===== config.mk =====
export PLATFORM = sky130hd
export DESIGN_NAME = ov_dvp_tx_flat
export DESIGN_NICKNAME = d
export VERILOG_FILES = /design/src/rtl/ov_dvp_tx_pkg.sv /design/src/rtl/ov_dvp_tx_if.sv /design/src/rtl/ov_pclk_gen.sv /design/src/rtl/ov_dvp_tx.sv /design/src/flat_wrapper.sv
export SDC_FILE = /design/constraint.sdc
export NUM_CORES = 1
export LEC_CHECK = 0
export ABC_AREA = 0
export BUFFER_PORTS_ARGS = -buffer_cell sky130_fd_sc_hd__buf_4
export CAP_MARGIN = 30
export CORE_MARGIN = 2
export CORE_UTILIZATION = 55
export CTS_CLUSTER_SIZE = 12
export DETAILED_ROUTE_END_ITERATION = 8
export PLACE_DENSITY_LB_ADDON = 0.05
export SLEW_MARGIN = 20
export SYNTH_ARGS = -nofsm -noshare
export SYNTH_HDL_FRONTEND = slang
export SYNTH_SLANG_ARGS = --single-unit
export TNS_END_PERCENT = 30

===== constraint.sdc =====
create_clock -name clk_sys -period 8 [get_ports clk_sys]
set_clock_uncertainty 0.05 [all_clocks]
set_input_delay 0 -clock clk_sys [delete_from_list [all_inputs] [get_ports clk_sys]]
set_output_delay 0 -clock clk_sys [all_outputs]
set_load 0.005 [all_outputs]

===== src/rtl/ov_dvp_tx_pkg.sv =====
// Shared types and constants for the DVP test-frame transmitter:
// FSM state encoding, pattern-select codes and the pattern byte function.
package ov_dvp_tx_pkg;

    typedef enum logic [2:0] {
        ST_IDLE   = 3'd0,
        ST_VSYNC  = 3'd1,
        ST_VBACK  = 3'd2,
        ST_ACTIVE = 3'd3,
        ST_VFRONT = 3'd4
    } ov_state_e;

    localparam logic [1:0] PAT_XRAMP = 2'd0;
    localparam logic [1:0] PAT_YRAMP = 2'd1;
    localparam logic [1:0] PAT_CHECK = 2'd2;
    localparam logic [1:0] PAT_CONST = 2'd3;

    // Byte for active pixel (x, y); x and y are already truncated to 8 bits.
    function automatic logic [7:0] pat_byte(input logic [1:0] sel,
                                            input logic [7:0] x,
                                            input logic [7:0] y,
                                            input logic [7:0] k);
        logic [7:0] b;
        case (sel)
            PAT_XRAMP: b = x;
            PAT_YRAMP: b = y;
            PAT_CHECK: b = (x[3] ^ y[3]) ? 8'hFF : 8'h00;
            default:   b = k;
        endcase
        return b;
    endfunction

endpackage


===== src/rtl/ov_dvp_tx_if.sv =====
// DVP sensor pin bundle: pixel clock, frame/line syncs and pixel byte.
// The transmitter drives it through the master modport, receivers use slave.
interface ov_dvp_tx_if;
    logic       ov_pclk;
    logic       ov_vsync;
    logic       ov_href;
    logic [7:0] ov_data;

    modport master (output ov_pclk, output ov_vsync, output ov_href, output ov_data);
    modport slave  (input  ov_pclk, input  ov_vsync, input  ov_href, input  ov_data);
endinterface


===== src/rtl/ov_pclk_gen.sv =====
// Free-running pixel-clock divider. pclk toggles every PCLK_DIV clk_sys
// cycles; fall_tick marks the cycle whose closing edge drives pclk low, so
// logic updated on fall_tick changes together with the falling pclk edge.
module ov_pclk_gen #(
    parameter int PCLK_DIV = 2
) (
    input  logic clk_sys,
    input  logic rst,
    output logic pclk,
    output logic fall_tick
);
    localparam int CW = (PCLK_DIV > 1) ? $clog2(PCLK_DIV) : 1;

    logic [CW-1:0] cnt_q, cnt_d;
    logic          pclk_q, pclk_d;
    logic          wrap;

    // Half-period counter and toggle decision.
    always_comb begin
        wrap   = (cnt_q == CW'(PCLK_DIV - 1));
        cnt_d  = wrap ? '0 : cnt_q + 1'b1;
        pclk_d = wrap ? ~pclk_q : pclk_q;
    end

    // Divider registers.
    always_ff @(posedge clk_sys) begin
        if (rst) begin
            cnt_q  <= '0;
            pclk_q <= 1'b0;
        end else begin
            cnt_q  <= cnt_d;
            pclk_q <= pclk_d;
        end
    end

    assign pclk      = pclk_q;
    assign fall_tick = wrap & pclk_q;
endmodule


===== src/rtl/ov_dvp_tx.sv =====
// DVP camera-sensor transmitter producing OV-style test frames.
// Optional build macro OV_DVP_TX_FCNT_EN adds a 16-bit frame counter that
// replaces bytes x=0/x=1 of the first active line with fcnt[15:8]/fcnt[7:0].
module ov_dvp_tx
    import ov_dvp_tx_pkg::*;
#(
    parameter int H_ACTIVE = 640,
    parameter int H_BLANK  = 144,
    parameter int V_ACTIVE = 480,
    parameter int VS_LINES = 3,
    parameter int V_BACK   = 17,
    parameter int V_FRONT  = 10,
    parameter int PCLK_DIV = 2
) (
    input  logic              clk_sys,
    input  logic              rst,
    input  logic              en,
    input  logic [1:0]        pat_sel,
    input  logic [7:0]        pat_const,
    ov_dvp_tx_if.master       dvp,
    output logic              frame_done,
    output logic              busy
);
    localparam int LINE  = H_ACTIVE + H_BLANK;
    localparam int CW    = $clog2(LINE) + 1;
    localparam int VM1   = (V_ACTIVE > VS_LINES) ? V_ACTIVE : VS_LINES;
    localparam int VM2   = (V_BACK > V_FRONT) ? V_BACK : V_FRONT;
    localparam int V_MAX = (VM1 > VM2) ? VM1 : VM2;
    localparam int RW    = $clog2(V_MAX) + 1;

    logic      pclk_w, fall_tick;
    ov_state_e state_q, state_d;
    logic [CW-1:0] col_q, col_d;
    logic [RW-1:0] row_q, row_d;
    logic [1:0] sel_q, sel_d;
    logic [7:0] const_q, const_d;
    logic       vsync_q, vsync_d, href_q, href_d, busy_q, busy_d, done_q, done_d;
    logic [7:0] data_q, data_d;
    logic       line_end, start, frame_end;
`ifdef OV_DVP_TX_FCNT_EN
    logic [15:0] fcnt_q, fcnt_d;
`endif

    ov_pclk_gen #(.PCLK_DIV(PCLK_DIV)) u_pclk_gen (
        .clk_sys   (clk_sys),
        .rst       (rst),
        .pclk      (pclk_w),
        .fall_tick (fall_tick)
    );

    // Frame FSM: position, phase and output bytes advance only on fall_tick;
    // outputs are derived from the next position so they leave with pclk low.
    always_comb begin
        state_d   = state_q;
        col_d     = col_q;
        row_d     = row_q;
        sel_d     = sel_q;
        const_d   = const_q;
        vsync_d   = vsync_q;
        href_d    = href_q;
        data_d    = data_q;
        busy_d    = busy_q;
        done_d    = 1'b0;
        start     = 1'b0;
        frame_end = 1'b0;
        line_end  = (col_q == CW'(LINE - 1));
`ifdef OV_DVP_TX_FCNT_EN
        fcnt_d    = fcnt_q;
`endif
        if (fall_tick) begin
            col_d = line_end ? '0 : col_q + 1'b1;
            row_d = line_end ? row_q + 1'b1 : row_q;
            unique case (state_q)
                ST_IDLE: begin
                    col_d = '0;
                    row_d = '0;
                    start = en;
                end
                ST_VSYNC: if (line_end && row_q == RW'(VS_LINES - 1)) begin
                    row_d   = '0;
                    state_d = (V_BACK > 0) ? ST_VBACK : ST_ACTIVE;
                end
                ST_VBACK: if (line_end && row_q == RW'(V_BACK - 1)) begin
                    row_d   = '0;
                    state_d = ST_ACTIVE;
                end
                ST_ACTIVE: if (line_end && row_q == RW'(V_ACTIVE - 1)) begin
                    row_d = '0;
                    if (V_FRONT > 0) state_d = ST_VFRONT;
                    else             frame_end = 1'b1;
                end
                ST_VFRONT: if (line_end && row_q == RW'(V_FRONT - 1)) begin
                    row_d     = '0;
                    frame_end = 1'b1;
                end
                default: state_d = ST_IDLE;
            endcase

            // Frame end: pulse done, then chain straight into the next frame
            // or fall back to idle; en is only consulted here and in IDLE.
            if (frame_end) begin
                done_d = 1'b1;
`ifdef OV_DVP_TX_FCNT_EN
                fcnt_d = fcnt_q + 16'd1;
`endif
                if (en) begin
                    start = 1'b1;
                end else begin
                    state_d = ST_IDLE;
                    busy_d  = 1'b0;
                end
            end

            if (start) begin
                state_d = ST_VSYNC;
                sel_d   = pat_sel;
                const_d = pat_const;
                busy_d  = 1'b1;
                col_d   = '0;
                row_d   = '0;
            end

            vsync_d = (state_d == ST_VSYNC);
            href_d  = (state_d == ST_ACTIVE) && (col_d < CW'(H_ACTIVE));
            data_d  = href_d ? pat_byte(sel_d, 8'(col_d), 8'(row_d), const_d) : 8'h00;
`ifdef OV_DVP_TX_FCNT_EN
            if (href_d && row_d == '0 && col_d == CW'(0)) data_d = fcnt_q[15:8];
            if (href_d && row_d == '0 && col_d == CW'(1)) data_d = fcnt_q[7:0];
`endif
        end
    end

    // State and output registers.
    always_ff @(posedge clk_sys) begin
        if (rst) begin
            state_q <= ST_IDLE;
            col_q   <= '0;
            row_q   <= '0;
            sel_q   <= 2'd0;
            const_q <= 8'h00;
            vsync_q <= 1'b0;
            href_q  <= 1'b0;
            data_q  <= 8'h00;
            busy_q  <= 1'b0;
            done_q  <= 1'b0;
`ifdef OV_DVP_TX_FCNT_EN
            fcnt_q  <= 16'd0;
`endif
        end else begin
            state_q <= state_d;
            col_q   <= col_d;
            row_q   <= row_d;
            sel_q   <= sel_d;
            const_q <= const_d;
            vsync_q <= vsync_d;
            href_q  <= href_d;
            data_q  <= data_d;
            busy_q  <= busy_d;
            done_q  <= done_d;
`ifdef OV_DVP_TX_FCNT_EN
            fcnt_q  <= fcnt_d;
`endif
        end
    end

    assign dvp.ov_pclk  = pclk_w;
    assign dvp.ov_vsync = vsync_q;
    assign dvp.ov_href  = href_q;
    assign dvp.ov_data  = data_q;
    assign frame_done   = done_q;
    assign busy         = busy_q;
endmodule


===== src/flat_wrapper.sv =====
// flat-port wrapper written by rule: the top's interface ports become plain ports
module ov_dvp_tx_flat import ov_dvp_tx_pkg::*;
#(
    parameter int H_ACTIVE = 640,
    parameter int H_BLANK  = 144,
    parameter int V_ACTIVE = 480,
    parameter int VS_LINES = 3,
    parameter int V_BACK   = 17,
    parameter int V_FRONT  = 10,
    parameter int PCLK_DIV = 2
)
  (clk_sys, rst, en, pat_sel, pat_const, frame_done, busy, dvp_ov_pclk, dvp_ov_vsync, dvp_ov_href, dvp_ov_data);
  ov_dvp_tx_if dvp_i ();
  input  logic clk_sys;
  input  logic rst;
  input  logic en;
  input  logic [1:0] pat_sel;
  input  logic [7:0] pat_const;
  output logic frame_done;
  output logic busy;
  output wire logic [$bits(dvp_i.ov_pclk)-1:0] dvp_ov_pclk;
  output wire logic [$bits(dvp_i.ov_vsync)-1:0] dvp_ov_vsync;
  output wire logic [$bits(dvp_i.ov_href)-1:0] dvp_ov_href;
  output wire logic [$bits(dvp_i.ov_data)-1:0] dvp_ov_data;
  assign dvp_ov_pclk = dvp_i.ov_pclk;
  assign dvp_ov_vsync = dvp_i.ov_vsync;
  assign dvp_ov_href = dvp_i.ov_href;
  assign dvp_ov_data = dvp_i.ov_data;
  ov_dvp_tx #(.H_ACTIVE(H_ACTIVE), .H_BLANK(H_BLANK), .V_ACTIVE(V_ACTIVE), .VS_LINES(VS_LINES), .V_BACK(V_BACK), .V_FRONT(V_FRONT), .PCLK_DIV(PCLK_DIV)) u_core (.clk_sys(clk_sys), .rst(rst), .en(en), .pat_sel(pat_sel), .pat_const(pat_const), .dvp(dvp_i), .frame_done(frame_done), .busy(busy));
endmodule

==> results of run 1 <==
[repair_timing]
action	4_1_cts	5_1_grt
resized for setup	0	0
buffers inserted	0	0
hold buffers	8	0
endpoints found under the hold margin	8	0
[metal layers]
| metal | GRT usage, % | up-vias | share of wire, % |
|---|---|---|---|
| met5 | 0 | - | 0 |
| met1 | 34.8 | 1334 | 45 |
| met3 | 4.50 | 8 | 5.1 |
| li1 | - | 1405 | - |
| met4 | 8.55 | 0 | 1.4 |
| met2 | 43.7 | 84 | 49 |
[kinds of logic after synthesis]
| kind of cell | count (synthesis) | share of synthesized area, % |
|---|---|---|
| buffers and inverters | 28 | 4.10 |
| flip-flops | 48 | 33.2 |
| AND/OR/NAND/NOR | 166 | 29.3 |
| multiplexers | 15 | 5.23 |
| AO/OA/AOI/OAI | 100 | 21.5 |
| adder cells (fa/ha/maj) | 5 | 2.16 |
| XOR/XNOR | 15 | 4.54 |
[metrics by stage]
step           area [um^2]  worst slack [ns]
2_1_floorplan         2900              4.81
3_3_place_gp          3110              4.16
3_5_place_dp          3120              4.51
4_1_cts               3280              4.50
5_1_grt               3280              4.24
6_report              3280              4.49
[power breakdown]
part	switching [mW]	internal [mW]	total, mW
logic	0.0297	0.0212	0.0509
clock network	0.0780	0.0595	0.138
registers	0.00247	0.242	0.244
total	0.110	0.322	0.432
[path summary, 6_finish.rpt]
kind,from,endpoint,slack (ns)
max,u_core.col_q[10],u_core.dvp.ov_data[5],4.49
min,rst,u_core.col_q[4],0.05
max reg2reg,u_core.col_q[10],u_core.dvp.ov_data[5],4.49
min reg2reg,u_core.dvp.ov_href,u_core.dvp.ov_href,0.40
[cell usage after synthesis (2+ instances only)]
cell type	instances
nor3_1	5
and2_1	7
nor4bb_1	2
nor4_1	3
a221oi_1	5
nor2_1	35
a31oi_1	2
or3_1	3
ha_1	5
or4_4	2
o21ai_0	23
o211ai_1	5
o21ai_1	5
a32oi_1	4
nand4_1	8
or4_1	2
nand3_1	18
buf_2	2
mux2i_1	14
buf_1	2
a21o_1	8
dfxtp_1	48
a21oi_1	34
a211oi_1	3
or2_2	3
xor2_1	6
nand2_1	50
and3_1	7
inv_1	4
nor2b_1	7
nand3b_1	7
clkbuf_1	18
xnor2_1	9
[worst register-to-register path, stage by stage, from the launching register on]
cell,delay [ns]
dfxtp_1,0.35
or4_4,0.54
or3_4,0.46
o31ai_4,0.60
mux2i_1,0.78
o21ai_0,0.22
a21boi_0,0.26
a32oi_1,0.13
[registers in the layout (all words and copies together), names as in the netlist]
name	count
u_core.u_pclk_gen.pclk	1
u_core.row_q	10
u_core.frame_done	1
u_core.dvp.ov_data	8
u_core.dvp.ov_href	1
u_core.u_pclk_gen.cnt_q	1
u_core.busy	1
u_core.col_q	11
u_core.state_q	3
u_core.sel_q	2
u_core.const_q	8
u_core.dvp.ov_vsync	1
[final cells by class]
| class | instances | area (um^2) |
|---|---|---|
| tap | 70 | 87.6 |
| inverter | 4 | 15.0 |
| multi-input combinational | 301 | 1830 |
| fill | 495 | 1830 |
| timing repair buffer | 38 | 313 |
| clock buffer | 6 | 72.6 |
| sequential | 48 | 961 |
| clock inverter | 1 | 5.00 |
==> metrics.txt, run 1 <==
Layout Cells excl Fill 468; synthesized cell area ~2900 um^2; hold path cells 2; leakage around 1.2 nW; Top FF cell, synth dfxtp_1; Worst Max-Slew Pin Slew approximately 0.96 ns; fmax between 0.2 and 0.3 GHz; mean post-synth cell area a little under 8 um^2; PwrDens ~130 nW/um^2; Yosys reg bits 48; Longest Clk Path Bufs 2; # port buffers 25; Crit. End Element flop; drt wl/cell approximately 16 um; FFs w/ async S/R, synth 0%; Hold Vio Cnt, Final 0; Initial DRC Count 202; n_diodes 0; Skew-Pair Late Insertion Delay 0.31 ns; pin count of the biggest net entering global routing 39; All-Layer GR Usage around a quarter; Die H approximately 77 um; worst hold slack approximately 0.047 ns; area leader, netlist dfxtp_1; CTS tree done; Peak supply drop ~0.00009 V; Ports 26; initial antenna violation count 0; P&R area growth vs syn 13.2%; Max-Cap Viols 0; RSZ-0062 raised after global routing false; DRC 0; total number of vias around 2800; cell family with most CP delay compound AO/OA/AOI/OAI gates; Crit Path Class flop to flop; Levels on crit path 7; dpl cells about 450; WP data required about 8 ns; Worst-path clk slew about 0.09 ns; crit-path max cell delay 0.78 ns; die area 5860 um^2; vias per cell 6.05; max-slew violation count 0; relative slew slack 35.8%; Placeable Area about 5100 um^2; Gate Count Post-Synth approximately 380; WP buf/inv 0; drt total wl 7.46 mm; Final min period between 3 and 4 ns; Worst Reg-to-Reg Cells 7; Hold Crit Class primary input to flop; critical path's slowest cell mux2i_1; share of layout cells above drive strength 1 about an eighth; fin crit share between 40% and 50%; Synth Net Count ~400; grt total ovfl 0; DR pass1 iterations 5; crit path cell chain or4_4, or3_4, o31ai_4, mux2i_1, o21ai_0, a21boi_0, a32oi_1; most common cell after layout, fill and taps aside nand2_1; crit path DAT 3.65 ns; area share of the largest cell type after synthesis approximately a third; crit path max fanout 12; most frequent cells in the layout nand2_1, dfxtp_1, nor2_1, a21oi_1, buf_4; Synth area leaders dfxtp_1, nand2_1, a21oi_1, mux2i_1, nor2_1; clock buffer count from CTS 5; Root Driver clkbuf_8; Final Net Count 416; outcome completed; Synth Warn # 0; H-tree levels 2; vias in the first global route 2601; total power between 400 and 500 uW; final core occ 64.2%; startpoint types flop; starting density of the core between 50% and 60%; row count 26; Setup TNS Final 0 ns; Detail Route Antenna Nets 0; Final GP Congestion between 0.9 and 1; Setup-failing EPs final 0; hpwl dp a little over 5 mm; Die X around 77 um; CTS sink count 48; Seq/Total Area, Yosys between 30% and 40%; EDFF count, synth 0; Synth cell types 54; first-pass GRT wire length approximately 13 mm
Power figures use the tool's default switching activity.
==> run 2: changes to the inputs <==
--- a/config.mk
+++ b/config.mk
@@ -5,7 +5,7 @@
 export SDC_FILE = /design/constraint.sdc
 export NUM_CORES = 1
 export LEC_CHECK = 0
-export ABC_AREA = 0
+export ABC_AREA = 1
 export BUFFER_PORTS_ARGS = -buffer_cell sky130_fd_sc_hd__buf_4
 export CAP_MARGIN = 30
 export CORE_MARGIN = 2
==> constraint.sdc (replaced) <==
create_clock -name clk_sys -period 3.55 [get_ports clk_sys]
set_clock_uncertainty 0.05 [all_clocks]
set_input_delay 0 -clock clk_sys [delete_from_list [all_inputs] [get_ports clk_sys]]
set_output_delay 0 -clock clk_sys [all_outputs]
set_load 0.005 [all_outputs]
==> metrics.txt, run 2 <==
Worst R2R Setup Slack 0.60 ns (-3.89 ns); Crit Reg-Reg Endpoint u_core.dvp.ov_data[5]; Fillers 484 (-2.2%); largest registers u_core.col_q x11, u_core.row_q x10; H-tree levels 2 (unchanged); P_int 737 uW (+130%); compound-gate portion of the synthesized area 12.8% (-8.6 points); DRC 0 (unchanged); post-synthesis mux area share 0% (-5.2 points); multi-input logic area 1590 um^2 (-13%); Die H 75.6 um (-1.3%); Yosys reg bits 48 (unchanged); NetSw 241 uW (+120%); crit path max fanout 22 (+10); total number of vias 2691 (-4.9%); DR pass1 iterations 4 (-1); initial antenna violation count 0 (unchanged); synthesized cell area 2820 um^2 (-2.6%); Synth cell types 34 (-37%); Seq/Total Area, Yosys 34.1% (+0.90 points); max-slew violation count 0 (unchanged); Peak supply drop 0.000166 V (+82%); share of layout cells above drive strength 1 13.1% (+0.81 points); Layout Cells excl Fill 512 (+9.4%); largest family of logic cells by synthesized area simple AND/OR/NAND/NOR gates; PwrDens 312 nW/um^2 (+140%); Setup TNS Final 0 ns (unchanged); # resized after CTS 0 (unchanged); WP data required 3.70 ns (-4.44 ns); Final min period 2.95 ns (-0.562 ns); mean post-synth cell area 6.76 um^2 (-12%); fin crit share 83.1% (+39 points); CP Launch Point u_core.col_q[0]; Worst-path clk slew 0.08 ns (about the same); Sw Ratio 24.6% (-0.84 points); FFs w/ async S/R, synth 0% (unchanged); Gate Count Post-Synth 417 (+11%); outcome completed; drt total wl 6.67 mm (-11%); fmax 0.339 GHz (+19%); Final GP Congestion 0.935 (+3.6%); leakage 1.39 nW (+18%); area leader, netlist dfxtp_1; startpoint types flop; grt total ovfl 0 (unchanged); Synth Area in XOR/XNOR 4.04% (-0.50 points); Levels on crit path 12 (+5); Logic pwr share 9.6% (-2.2 points); starting density of the core 55.9% (-0.78 points); WP buf/inv 0 (unchanged); Post-Synth Simple-Gate Area 37.4% (+8.1 points); RSZ-0062 raised after global routing false; Worst Reg-to-Reg Cells 12 (+5); crit-path most repeated cell nand2_1; Max-Cap Viols 0 (unchanged); Reg power frac 56.0% (-0.4 points); Root Driver clkbuf_8; Placeable Area 5040 um^2 (-1.3%); Final Net Count 459 (+10%); Post-Synth Adder-Cell Area 2.22% (+0.058 points); crit path DAT 3.10 ns (-0.55 ns); Crit. End Element flop; Synth Net Count 435 (+10%); crit-path max cell delay 0.51 ns (-0.27 ns); drt wl/cell 13.0 um (-18%); die area 5720 um^2 (-2.5%); row count 26 (unchanged); Ports 26 (unchanged); max reg flops 11 (unchanged); Crit Path Class flop to flop; Top FF cell, synth dfxtp_1; area share of the largest cell type after synthesis 34.1% (+0.90 points); most common cell after layout, fill and taps aside nand2_1; Initial DRC Count 127 (-37%); Hold Crit Class primary input to flop; n_diodes 0 (unchanged); hpwl dp 4.95 mm (-4.5%); P&R area growth vs syn 11.2%; crit path cell chain ha_1, nand3_2, nor3_4, nand4_2, nand2_4, nand2_1, nand2_2, nand2_1, nor2_1, nor2_1, nand2_1, nand2_1; EDFF count, synth 0 (unchanged); vias in the first global route 2388 (-8.2%); crit path capture u_core.dvp.ov_data[5]; CTS tree done; Worst Max-Slew Pin Slew 0.968 ns (+0.00868 ns); first-pass GRT wire length 11.0 mm (-12%); most numerous cell in the Yosys netlist nand2_1; Biggest register u_core.col_q; pin count of the biggest net entering global routing 30 (-23%); relative slew slack 35.4% (-0.41 points); most frequent cells in the layout nand2_1, nor2_1, inv_1, dfxtp_1, nand3_1; Hold Vio Cnt, Final 0 (unchanged); cell family with most CP delay simple AND/OR/NAND/NOR gates; Synth Warn # 0 (unchanged); All-Layer GR Usage 25.5% (-0.82 points); # port buffers 25 (unchanged); Longest Clk Path Bufs 2 (unchanged); commonest cells in the netlist nand2_1, nor2_1, inv_1; Area after DPL 3040 um^2 (-2.7%); Setup-failing EPs final 0 (unchanged); vias per cell 5.26 (-13%); Clock power frac 34.5% (+2.7 points); dpl cells 503 (+11%); final instance area 3140 um^2 (-4.3%); critical path's slowest cell nor3_4; CTS sink count 48 (unchanged); Detail Route Antenna Nets 0 (unchanged); sequential cell area 961 um^2 (unchanged); Skew-Pair Late Insertion Delay 0.30 ns (about the same); FF-to-FF Start u_core.col_q[0]; clock buffer count from CTS 5 (unchanged); Die X 75.6 um (-1.3%); Synth area leaders dfxtp_1, nand2_1, nor2_1, inv_1, nand3_1
[run 2: changes by cell type after synthesis, moves of 12 or more]
cell	change
nand2_1	+49
inv_1	+47
a21oi_1	-33
nor2_1	+31
o22ai_1	+17
nand3_1	+15
mux2i_1	-14
clkbuf_1	-12
[run 2: power groups by stage]
stage               Clock (mW)  Combinational (mW)  Sequential [mW]
global placement             0              0.0917            0.559
finish                   0.337              0.0934            0.547
floorplan                    0              0.0676            0.559
CTS                      0.345              0.0934            0.547
global route             0.363               0.104            0.548
detailed placement           0              0.0922            0.560
[run 2: routing by layer]
layer  up-vias  wire length (um)  global-route usage (%)  part of all wire (%)
met2        46              3220                    42.9                    48
met4         0                86                    8.19                   1.3
met5         -                 0                       0                     0
met1      1236              3160                    33.4                    47
met3         8               201                    4.23                   3.0
li1       1401                 -                       -                     -
[run 2: worst min path at each step]
stage	startpoint	endpoint	slack, ns	cells after the start
after floorplan	rst	u_core.u_pclk_gen.cnt_q	0.02	1
after global placement	rst	u_core.u_pclk_gen.cnt_q	0.13	2
after detailed placement	rst	u_core.u_pclk_gen.cnt_q	0.14	2
after CTS	pat_const[3]	u_core.const_q[3]	0.03	5
after global routing	pat_const[3]	u_core.const_q[3]	0.04	5
final	pat_const[7]	u_core.const_q[7]	0.03	5
[run 2: kinds of logic after synthesis]
group	Yosys count
adders and majority gates	5
and+or+nand+nor	234
xor gates and xnor gates	13
buffers and inverters	62
DFF	48
AOI/OAI and AO/OA	55
[run 2: timing repair]
item                                   4_1_cts  5_1_grt
hold buffers                                 1        0
buffers inserted                             0        0
endpoints found under the hold margin        3        0
[run 2: final cells by class]
cell class	instances	share of cell area (%)
Multi-Input combinational cell	307	50.8
Clock buffer	8	2.87
Timing Repair Buffer	28	6.78
Tap cell	70	2.79
Sequential cell	48	30.6
Inverter	51	6.10
[run 2: worst register-to-register path: cells and delay by family, from the launching register on]
kind	cells	cell delay, ns
fa+ha+maj	1	0.30
simple gates	11	2.11
flops	1	0.38
[run 2: stage by stage]
step                hold WS (ns)  utilization, %  worst slack (ns)  total power, mW
CTS                       0.0271            62.2             0.587            0.986
global placement           0.133            60.2             0.730            0.651
floorplan                 0.0167               -              1.45            0.627
finish                    0.0330            62.2             0.598            0.977
global route              0.0431            62.2             0.261             1.01
detailed placement         0.135            60.2             0.625            0.652
==> run 3: changes to the inputs <==
--- a/config.mk
+++ b/config.mk
@@ -5,7 +5,7 @@
 export SDC_FILE = /design/constraint.sdc
 export NUM_CORES = 1
 export LEC_CHECK = 0
-export ABC_AREA = 1
+export ABC_AREA = 0
 export BUFFER_PORTS_ARGS = -buffer_cell sky130_fd_sc_hd__buf_4
 export CAP_MARGIN = 30
 export CORE_MARGIN = 2
==> constraint.sdc (replaced) <==
create_clock -name clk_sys -period 2.91 [get_ports clk_sys]
set_clock_uncertainty 0.05 [all_clocks]
set_input_delay 0 -clock clk_sys [delete_from_list [all_inputs] [get_ports clk_sys]]
set_output_delay 0 -clock clk_sys [all_outputs]
set_load 0.005 [all_outputs]
==> metrics.txt, run 3 (synthesis results as in run 1) <==
outcome completed; All-Layer GR Usage 27.3% (+1.8 points); Crit. End Element flop; vias in the first global route 2692 (+13%); met1 usage 37.3% (+3.9 points); crit path cell chain or4_4, or3_4, or4_4, a21oi_2, or4b_4, buf_6, a2bb2oi_1, a31oi_1; Placeable Area 5110 um^2 (+1.3%); startpoint types flop; PwrDens 378 nW/um^2 (+21%); pin count of the biggest net entering global routing 39 (+30%); Initial DRC Count 179 (+41%); Hold Vio Cnt, Final 0 (unchanged); final core occ 69.3% (+7.1 points); P&R area growth vs syn 22.2%; DRC 0 (unchanged); DR pass1 iterations 5 (+1); vias per cell 5.90 (+12%); Setup-failing EPs final 0 (unchanged); Ports 26 (unchanged); clock buffer count from CTS 5 (unchanged); fmax 0.349 GHz (+3.1%); Max-Cap Viols 0 (unchanged); Hold Crit Class primary input to flop; Worst Reg-to-Reg Cells 8 (-4); WP data required 3.10 ns (-0.60 ns); Peak supply drop 0.000229 V (+38%); most frequent cells in the layout buf_4, nand2_1, dfxtp_1, nor2_1, a21oi_1; RSZ-0062 raised after global routing true; # port buffers 25 (unchanged); Final GP Congestion 0.926 (-0.91%); starting density of the core 56.7% (+0.78 points); total number of vias 2921 (+8.5%); Worst Max-Slew Pin Slew 0.629 ns (-0.339 ns); routing usage on met2 42.7% (-0.24 points); drt wl/cell 15.2 um (+16%); Worst R2R Setup Slack 0.05 ns (-0.55 ns); die area 5860 um^2 (+2.6%); share of layout cells above drive strength 1 19.1% (+5.9 points); Layout Cells excl Fill 495 (-3.3%); crit-path max cell delay 0.52 ns (about the same); fin crit share 98.4% (+15 points); hpwl dp 5.36 mm (+8.2%); max-slew violation count 0 (unchanged); largest registers u_core.col_q x11, u_core.row_q x10; Longest Clk Path Bufs 2 (unchanged); CTS sink count 48 (unchanged); initial antenna violation count 0 (unchanged); grt met3 use 5.09% (+0.86 points); crit path max fanout 8 (-64%); Die X 76.6 um (+1.3%); crit path DAT 3.05 ns (-0.05 ns); Detail Route Antenna Nets 0 (unchanged); Die H 76.6 um (+1.3%); Biggest register u_core.col_q; CTS tree done; most common cell after layout, fill and taps aside buf_4; FF-to-FF Start u_core.col_q[10]; Worst-path clk slew 0.10 ns (+0.02 ns); Final Net Count 442 (-3.7%); Root Driver clkbuf_8; drt total wl 7.51 mm (+12%); CP Launch Point u_core.col_q[10]; max reg flops 11 (unchanged); n_diodes 0 (unchanged); Fillers 430 (-11%); grt total ovfl 0 (unchanged); leakage 1.32 nW (-4.4%); crit-path most repeated cell or4_4; gr busiest metal met2; Final min period 2.86 ns (-0.0882 ns); relative slew slack 58.0% (+23 points); Crit Reg-Reg Endpoint u_core.dvp.ov_data[4]; post-CTS setup buffers 0 (unchanged); critical path's slowest cell or4_4; Skew-Pair Late Insertion Delay 0.31 ns (about the same); crit path capture u_core.dvp.ov_data[4]; row count 26 (unchanged); H-tree levels 2 (unchanged); Crit Path Class flop to flop; dpl cells 479 (-4.8%); first-pass GRT wire length 13.0 mm (+19%)
[run 3: changes by cell type in the layout (fill, tap and decap cells not counted), moves of 8 or more]
cell / delta
a21o_1: +8
a21oi_1: +33
buf_4: +27
inv_1: -47
mux2i_1: +14
nand2_1: -49
nand3_1: -15
nor2_1: -31
o22ai_1: -17
xnor2_1: +9
[run 3: where the power goes]
group          total (mW)  internal (mW)  leakage [nW]  switching (mW)
Clock               0.507          0.259        0.0548           0.248
Combinational       0.159         0.0707         0.881          0.0886
Sequential          0.671          0.664         0.388         0.00735
Total                1.34          0.994          1.32           0.344
[run 3: worst min-delay path by stage]
| stage | startpoint | end | slack, ns | depth (start not counted) |
|---|---|---|---|---|
| floorplan | pat_const[0] | u_core.const_q[0] | 0.1 | 2 |
| global placement | pat_const[3] | u_core.const_q[3] | 0.22 | 3 |
| detailed placement | pat_const[7] | u_core.const_q[7] | 0.23 | 3 |
| CTS | rst | u_core.u_pclk_gen.cnt_q | 0.05 | 2 |
| global route | rst | u_core.u_pclk_gen.cnt_q | 0.07 | 2 |
| finish | rst | u_core.row_q[9] | 0.05 | 2 |
[run 3: cell type report]
cell class                      instances  area (um^2)  area share [%]
Multi-Input combinational cell        301         1850            52.3
Sequential cell                        48          963            27.2
Timing Repair Buffer                   64          508            14.3
Tap cell                               70         87.6            2.47
Clock buffer                            5         68.8            1.94
Clock inverter                          3         46.3            1.31
Inverter                                4         15.0           0.424
[run 3: timing repair]
action,in CTS,in global routing
hold buffers,8,0
pin swaps,3,3
endpoints found under the hold margin,8,0
setup endpoints to repair,8,8
gates resized for setup,3,3
[run 3: worst max-delay path: cells and delay by family, from the launching register on]
kind                   cells  cell delay (ns)
AOI/OAI and AO/OA          3             0.43
buffers and inverters      1             0.16
DFF                        1             0.33
and+or+nand+nor            4             1.82
[run 3: stage by stage]
step | TNS [ns] | area, um^2 | hold slack (ns) | setup WS (ns) | total power [mW]
2_1_floorplan | -0.617 | 2920 | 0.0975 | -0.175 | 0.774
5_1_grt | -0.215 | 3540 | 0.0661 | -0.0558 | 1.39
4_1_cts | 0 | 3530 | 0.0532 | 0.00590 | 1.34
3_3_place_gp | -0.229 | 3320 | 0.222 | -0.0682 | 0.832
3_5_place_dp | -0.464 | 3320 | 0.230 | -0.0914 | 0.832
6_report | 0 | 3540 | 0.0492 | 0.0465 | 1.34
[run 3: routing by layer]
metal / wire length, um / share of wire [%]
met3: 412 / 5.5
met2: 3450 / 46
met4: 184 / 2.5
met5: 0 / 0
met1: 3460 / 46
